--- src/rtl/n101_qspi_pkg.sv ---
// Shared types for the QSPI link arbiter: FSM state codes, protocol codes
// and the bundle of controls one requester presents to the media link.
package n101_qspi_pkg;

  typedef enum logic [1:0] {
    ST_IDLE    = 2'd0,
    ST_LOCK    = 2'd1,
    ST_RELEASE = 2'd2
  } state_e;

  localparam logic [1:0] PROTO_SINGLE = 2'd0;
  localparam logic [1:0] PROTO_DUAL   = 2'd1;
  localparam logic [1:0] PROTO_QUAD   = 2'd2;

  // Everything a requester drives towards the media for one frame
  typedef struct packed {
    logic       tx_valid;
    logic [7:0] tx_bits;
    logic [7:0] cnt;
    logic [1:0] fmt_proto;
    logic       fmt_endian;
    logic       fmt_iodir;
    logic       cs_set;
    logic       cs_clear;
    logic       cs_hold;
  } link_req_t;

endpackage

--- src/rtl/n101_qspi_link_mux.sv ---
// Combinational 2:1 link-bundle mux. When disabled every output is zero, so
// the media sees a quiet link and neither requester sees ready or rx data.
module n101_qspi_link_mux
  import n101_qspi_pkg::*;
(
  input  logic      en,
  input  logic      sel,
  input  link_req_t req0,
  input  link_req_t req1,
  input  logic      out_tx_ready,
  input  logic      out_rx_valid,
  output link_req_t out_req,
  output logic      tx_ready0,
  output logic      tx_ready1,
  output logic      rx_valid0,
  output logic      rx_valid1
);

  // Route the granted bundle to the media and the handshakes back to it only
  always_comb begin
    out_req   = '0;
    tx_ready0 = 1'b0;
    tx_ready1 = 1'b0;
    rx_valid0 = 1'b0;
    rx_valid1 = 1'b0;
    if (en) begin
      if (sel) begin
        out_req   = req1;
        tx_ready1 = out_tx_ready;
        rx_valid1 = out_rx_valid;
      end else begin
        out_req   = req0;
        tx_ready0 = out_tx_ready;
        rx_valid0 = out_rx_valid;
      end
    end
  end

endmodule

--- src/rtl/n101_qspi_link_arbiter.sv ---
// Two-requester arbiter for the shared QSPI media link. A grant lasts a whole
// chip-select transaction, ends with a one-cycle release gap, and a watchdog
// reclaims a grant whose owner never starts a transaction.
module n101_qspi_link_arbiter
  import n101_qspi_pkg::*;
#(
  parameter int TMO_W = 8
) (
  input  logic       clock,
  input  logic       reset,
  input  logic       io_ctrl_prio,
  output logic       io_in_0_tx_ready,
  input  logic       io_in_0_tx_valid,
  input  logic [7:0] io_in_0_tx_bits,
  output logic       io_in_0_rx_valid,
  output logic [7:0] io_in_0_rx_bits,
  input  logic [7:0] io_in_0_cnt,
  input  logic [1:0] io_in_0_fmt_proto,
  input  logic       io_in_0_fmt_endian,
  input  logic       io_in_0_fmt_iodir,
  input  logic       io_in_0_cs_set,
  input  logic       io_in_0_cs_clear,
  input  logic       io_in_0_cs_hold,
  output logic       io_in_0_active,
  output logic       io_in_0_granted,
  output logic       io_in_1_tx_ready,
  input  logic       io_in_1_tx_valid,
  input  logic [7:0] io_in_1_tx_bits,
  output logic       io_in_1_rx_valid,
  output logic [7:0] io_in_1_rx_bits,
  input  logic [7:0] io_in_1_cnt,
  input  logic [1:0] io_in_1_fmt_proto,
  input  logic       io_in_1_fmt_endian,
  input  logic       io_in_1_fmt_iodir,
  input  logic       io_in_1_cs_set,
  input  logic       io_in_1_cs_clear,
  input  logic       io_in_1_cs_hold,
  output logic       io_in_1_active,
  output logic       io_in_1_granted,
  input  logic       io_out_tx_ready,
  output logic       io_out_tx_valid,
  output logic [7:0] io_out_tx_bits,
  input  logic       io_out_rx_valid,
  input  logic [7:0] io_out_rx_bits,
  output logic [7:0] io_out_cnt,
  output logic [1:0] io_out_fmt_proto,
  output logic       io_out_fmt_endian,
  output logic       io_out_fmt_iodir,
  output logic       io_out_cs_set,
  output logic       io_out_cs_clear,
  output logic       io_out_cs_hold,
  input  logic       io_out_active
);

  localparam logic [TMO_W-1:0] TMO_ONE = TMO_W'(1);

  state_e           state_q, state_d;
  logic             gnt_q, gnt_d;
  logic             last_q, last_d;
  logic             seen_act_q, seen_act_d;
  logic [TMO_W-1:0] tmo_q, tmo_d;

  link_req_t req0, req1, out_req;
  logic [1:0] req_vec;
  logic       locked;
  logic       sel_tx_valid;
  logic [TMO_W-1:0] tmo_inc;

  assign req0 = '{tx_valid: io_in_0_tx_valid, tx_bits: io_in_0_tx_bits, cnt: io_in_0_cnt,
                  fmt_proto: io_in_0_fmt_proto, fmt_endian: io_in_0_fmt_endian,
                  fmt_iodir: io_in_0_fmt_iodir, cs_set: io_in_0_cs_set,
                  cs_clear: io_in_0_cs_clear, cs_hold: io_in_0_cs_hold};
  assign req1 = '{tx_valid: io_in_1_tx_valid, tx_bits: io_in_1_tx_bits, cnt: io_in_1_cnt,
                  fmt_proto: io_in_1_fmt_proto, fmt_endian: io_in_1_fmt_endian,
                  fmt_iodir: io_in_1_fmt_iodir, cs_set: io_in_1_cs_set,
                  cs_clear: io_in_1_cs_clear, cs_hold: io_in_1_cs_hold};

  assign req_vec      = {io_in_1_tx_valid, io_in_0_tx_valid};
  assign locked       = (state_q == ST_LOCK);
  assign sel_tx_valid = gnt_q ? io_in_1_tx_valid : io_in_0_tx_valid;
  assign tmo_inc      = tmo_q + TMO_ONE;

  n101_qspi_link_mux u_mux (
    .en           (locked),
    .sel          (gnt_q),
    .req0         (req0),
    .req1         (req1),
    .out_tx_ready (io_out_tx_ready),
    .out_rx_valid (io_out_rx_valid),
    .out_req      (out_req),
    .tx_ready0    (io_in_0_tx_ready),
    .tx_ready1    (io_in_1_tx_ready),
    .rx_valid0    (io_in_0_rx_valid),
    .rx_valid1    (io_in_1_rx_valid)
  );

  assign io_out_tx_valid   = out_req.tx_valid;
  assign io_out_tx_bits    = out_req.tx_bits;
  assign io_out_cnt        = out_req.cnt;
  assign io_out_fmt_proto  = out_req.fmt_proto;
  assign io_out_fmt_endian = out_req.fmt_endian;
  assign io_out_fmt_iodir  = out_req.fmt_iodir;
  assign io_out_cs_set     = out_req.cs_set;
  assign io_out_cs_clear   = out_req.cs_clear;
  assign io_out_cs_hold    = out_req.cs_hold;

  assign io_in_0_rx_bits = io_out_rx_bits;
  assign io_in_1_rx_bits = io_out_rx_bits;
  assign io_in_0_granted = locked && !gnt_q;
  assign io_in_1_granted = locked && gnt_q;
  assign io_in_0_active  = io_in_0_granted && io_out_active;
  assign io_in_1_active  = io_in_1_granted && io_out_active;

  // Next-state logic: arbitrate in IDLE, hold and watch the link in LOCK
  always_comb begin
    state_d    = state_q;
    gnt_d      = gnt_q;
    last_d     = last_q;
    seen_act_d = seen_act_q;
    tmo_d      = tmo_q;
    case (state_q)
      ST_IDLE: begin
        if (req_vec != 2'b00) begin
          gnt_d      = (!io_ctrl_prio && (&req_vec)) ? ~last_q : ~req_vec[0];
          state_d    = ST_LOCK;
          seen_act_d = 1'b0;
          tmo_d      = '0;
        end
      end
      ST_LOCK: begin
        if (seen_act_q) begin
          if (!io_out_active) state_d = ST_RELEASE;
        end else if (io_out_active) begin
          seen_act_d = 1'b1;
        end else if (sel_tx_valid) begin
          tmo_d = '0;
        end else begin
          tmo_d = tmo_inc;
          if (&tmo_inc) state_d = ST_RELEASE;
        end
      end
      ST_RELEASE: begin
        last_d  = gnt_q;
        state_d = ST_IDLE;
      end
      default: state_d = ST_IDLE;
    endcase
  end

  // State registers with synchronous reset; last starts at 1 so port 0 wins first
  always_ff @(posedge clock) begin
    if (reset) begin
      state_q    <= ST_IDLE;
      gnt_q      <= 1'b0;
      last_q     <= 1'b1;
      seen_act_q <= 1'b0;
      tmo_q      <= '0;
    end else begin
      state_q    <= state_d;
      gnt_q      <= gnt_d;
      last_q     <= last_d;
      seen_act_q <= seen_act_d;
      tmo_q      <= tmo_d;
    end
  end

endmodule

--- config.mk ---
export PLATFORM = sky130hd
export DESIGN_NAME = n101_qspi_link_arbiter
export DESIGN_NICKNAME = d
export VERILOG_FILES = /design/src/rtl/n101_qspi_pkg.sv /design/src/rtl/n101_qspi_link_mux.sv /design/src/rtl/n101_qspi_link_arbiter.sv
export SDC_FILE = /design/constraint.sdc
export NUM_CORES = 1
export LEC_CHECK = 0
export BUFFER_PORTS_ARGS = -buffer_cell sky130_fd_sc_hd__buf_4
export CORE_ASPECT_RATIO = 1.1
export CORE_UTILIZATION = 30
export CTS_CLUSTER_DIAMETER = 150
export DETAILED_ROUTE_END_ITERATION = 6
export SYNTH_ARGS = -nofsm -noshare
export SYNTH_HDL_FRONTEND = slang
export SYNTH_HIERARCHICAL = 1
export SYNTH_SLANG_ARGS = --single-unit
--- constraint.sdc ---
create_clock -name clock -period 2.5 [get_ports clock]
set_input_delay 0.25 -clock clock [delete_from_list [all_inputs] [get_ports clock]]
set_output_delay 0.25 -clock clock [all_outputs]
set_load 0.1 [all_outputs]
==> qor.yml <==
outcome: "complete, no violations"
final_cell_count_no_fill: 289
synth_top_family_by_area: "simple AND/OR/NAND/NOR gates"
end_kind: "primary output"
vias_per_cell: 4.85
route.detailed.drc: 0
drv_slew: 0
clock_latency_ns: 0.24
synth_xor_area_frac: 0.00629
clock_path_buffers: 2
netlist.area_leader.share: 0.187
power.density_mw_per_mm2: 461
synth_fa_ha_area_frac: 0.0180
ys_types: 40
slew_headroom: 0.529
ys_dominant_reg_cell: "dfxtp_1"
cts_setup_buffers: 0
path_clk_slew_ns: 0.05
p_seq_frac: 0.235
grt_overflow: 0
synth-compound-area-share: 0.162
max_freq_ghz: 0.467
power_leakage_uw: 0.000870
cts_tree: "built"
netlist_area_mm2: 0.00139
post-route-min-period_ns: 2.14
p_comb_frac: 0.568
hold_path_class: "in2reg"
nets: 300
ys_warn_count: 6
antenna_left: 0
postSynth.asyncResetShare: 0
cts_buffers: 3
grt_usage: 0.154
tightest_slew_ns: 0.704
die-area_mm2: 0.00492
clockRootBuffer: "clkbuf_8"
arrival_ns: 1.89
power.share.clock: 0.197
rsz0062_at_grt: "no"
vias: 1402
hold_buffers: 0
ctsResizeCount: 0
grt_pass1_vias: 1245
peakVddDrop_mv: 0.202
synthTopCellsByArea: "dfxtp_1, mux2i_1, nor2b_1"
grt_pass1_wl_mm: 5.85
crit_type: "reg2out"
synth_mux_area_frac: 0.180
globalplace.congestion: 0.743
floorplan.initialDensity: 0.318
grt_most_used_layer: "met2"
placed_area_mm2: 0.00197
drive_gt1_frac: 0.494
setup_violations: 0
synth_nets: 232
hold_violations: 0
final_area_mm2: 0.00202
grt_max_degree: 34
core_area_mm2: 0.00438
syn-instance-count: 168
syn_to_final_growth_pct: 45.0
wl_mm: 3.95
met3_usage: 0.0621
synthSimpleGateAreaFrac: 0.301
portBuffers: 85
ys_ff_latch: 13
core.rowCount: 25
dp_hpwl_mm: 3.12
diodes: 0
routedWlPerCell_um: 13.7
place_inst: 285
cp_data_required_time_ns: 2.25
grt_util_met2: 0.249
synth_edf_count: 0
seq_area_frac_synth: 0.187
antenna_found_initial: 0
synth_common_cells: "nor2b_1, mux2i_1, buf_4"
p_sw_frac: 0.477
maxCapViolCount: 0
switchingPower_uw: 444
dr.pass1.iters: 4
die_y_um: 73.5
synth_largest_area_cell: "dfxtp_1"
avgSynthCellArea_um2: 8.29
io_pins: 110
cp_max_fo: 30
globalRouteMet1Util: 0.187
p_int_uw: 487
drt_iter0_drc: 45
die_w_um: 67.0
setup_tns_ns: 0
finalClockSkew_ns: 0.00147
clock-sinks: 13
cp-start-kind: "register"
finalCritPeriodShare: 0.856
yosysMostFrequentCell: "nor2b_1"
htreeDepth: 1
critical path, stage by stage, from the launching register on:
cell and delay (ns):
dfxtp_1 0.48, nand2b_4 0.11, inv_1 0.48, nor2b_2 0.28
buf_4 0.30
cell families (layout without fill, tap and decap cells):
group	after synthesis	count (layout)
AND/OR/NAND/NOR	67	67
AO/OA/AOI/OAI	33	33
buffers and inverters	27	94
multiplexers	25	25
flip-flops	13	13
adder cells (fa/ha/maj)	2	2
XOR/XNOR	1	1
layout make-up:
type                    instances  area (um^2)
well taps                      54         67.6
fillers                       449         2360
inverters                       3         11.3
multi-input cells             128          981
repair buffers                 87          653
flip-flops and latches         13          262
clock buffers                   4         45.0
sequential cells by signal, summed over array words and instances (netlist names):
register    flops
gnt_q           1
state_q         2
seen_act_q      1
last_q          1
tmo_q           8
through the flow:
stage          setup slack (ns)  hold WS [ns]   util  total power (uW)
2_1_floorplan            0.0420         0.344      -               743
3_3_place_gp              0.618         0.469  0.451               754
3_5_place_dp              0.608         0.475  0.451               755
4_1_cts                   0.332         0.272  0.461               944
5_1_grt                   0.215         0.278  0.461               975
6_report                  0.361         0.278  0.461               931
routing by layer:
| metal | up-vias | routed length [um] |
|---|---|---|
| li1 | 722 | - |
| met1 | 615 | 1630 |
| met2 | 60 | 1710 |
| met3 | 5 | 580 |
| met4 | 0 | 33 |
| met5 | - | 0 |
worst paths after layout:
path,startpoint,to,slack [ns],cells after the start
setup / recovery,state_q[0],io_out_cnt[3],0.36,4
hold / removal,reset,gnt_q,0.28,2
setup reg to reg,gnt_q,tmo_q[3],0.73,4
hold reg to reg,tmo_q[7],tmo_q[7],0.48,1
power by group through the flow:
stage | combinational (uW) | clock, uW | sequential, uW
after floorplan | 520 | 0 | 223
after global placement | 531 | 0 | 223
after detailed placement | 531 | 0 | 223
after CTS | 532 | 192 | 219
after global routing | 552 | 204 | 220
final | 529 | 183 | 219
cells in the final DEF, fill, tap and decap left out, types with 2 or more instances in the layout:
cell type,netlist,final
nor2_1,7,6
a21oi_1,9,9
and2_1,2,2
o21ai_0,4,4
o21a_1,3,3
and3b_1,3,3
a41oi_1,2,2
a311oi_1,6,6
nor2b_1,27,7
inv_1,3,3
nor2b_2,0,20
ha_1,2,2
buf_4,16,87
nand3_1,2,2
dfxtp_1,13,12
nand2_1,5,5
and3_1,3,3
nor3_1,5,5
nand2b_1,4,4
clkbuf_8,0,3
o21ai_1,3,3
mux2i_1,25,25
No activity file was read; power rests on OpenSTA's default activity.
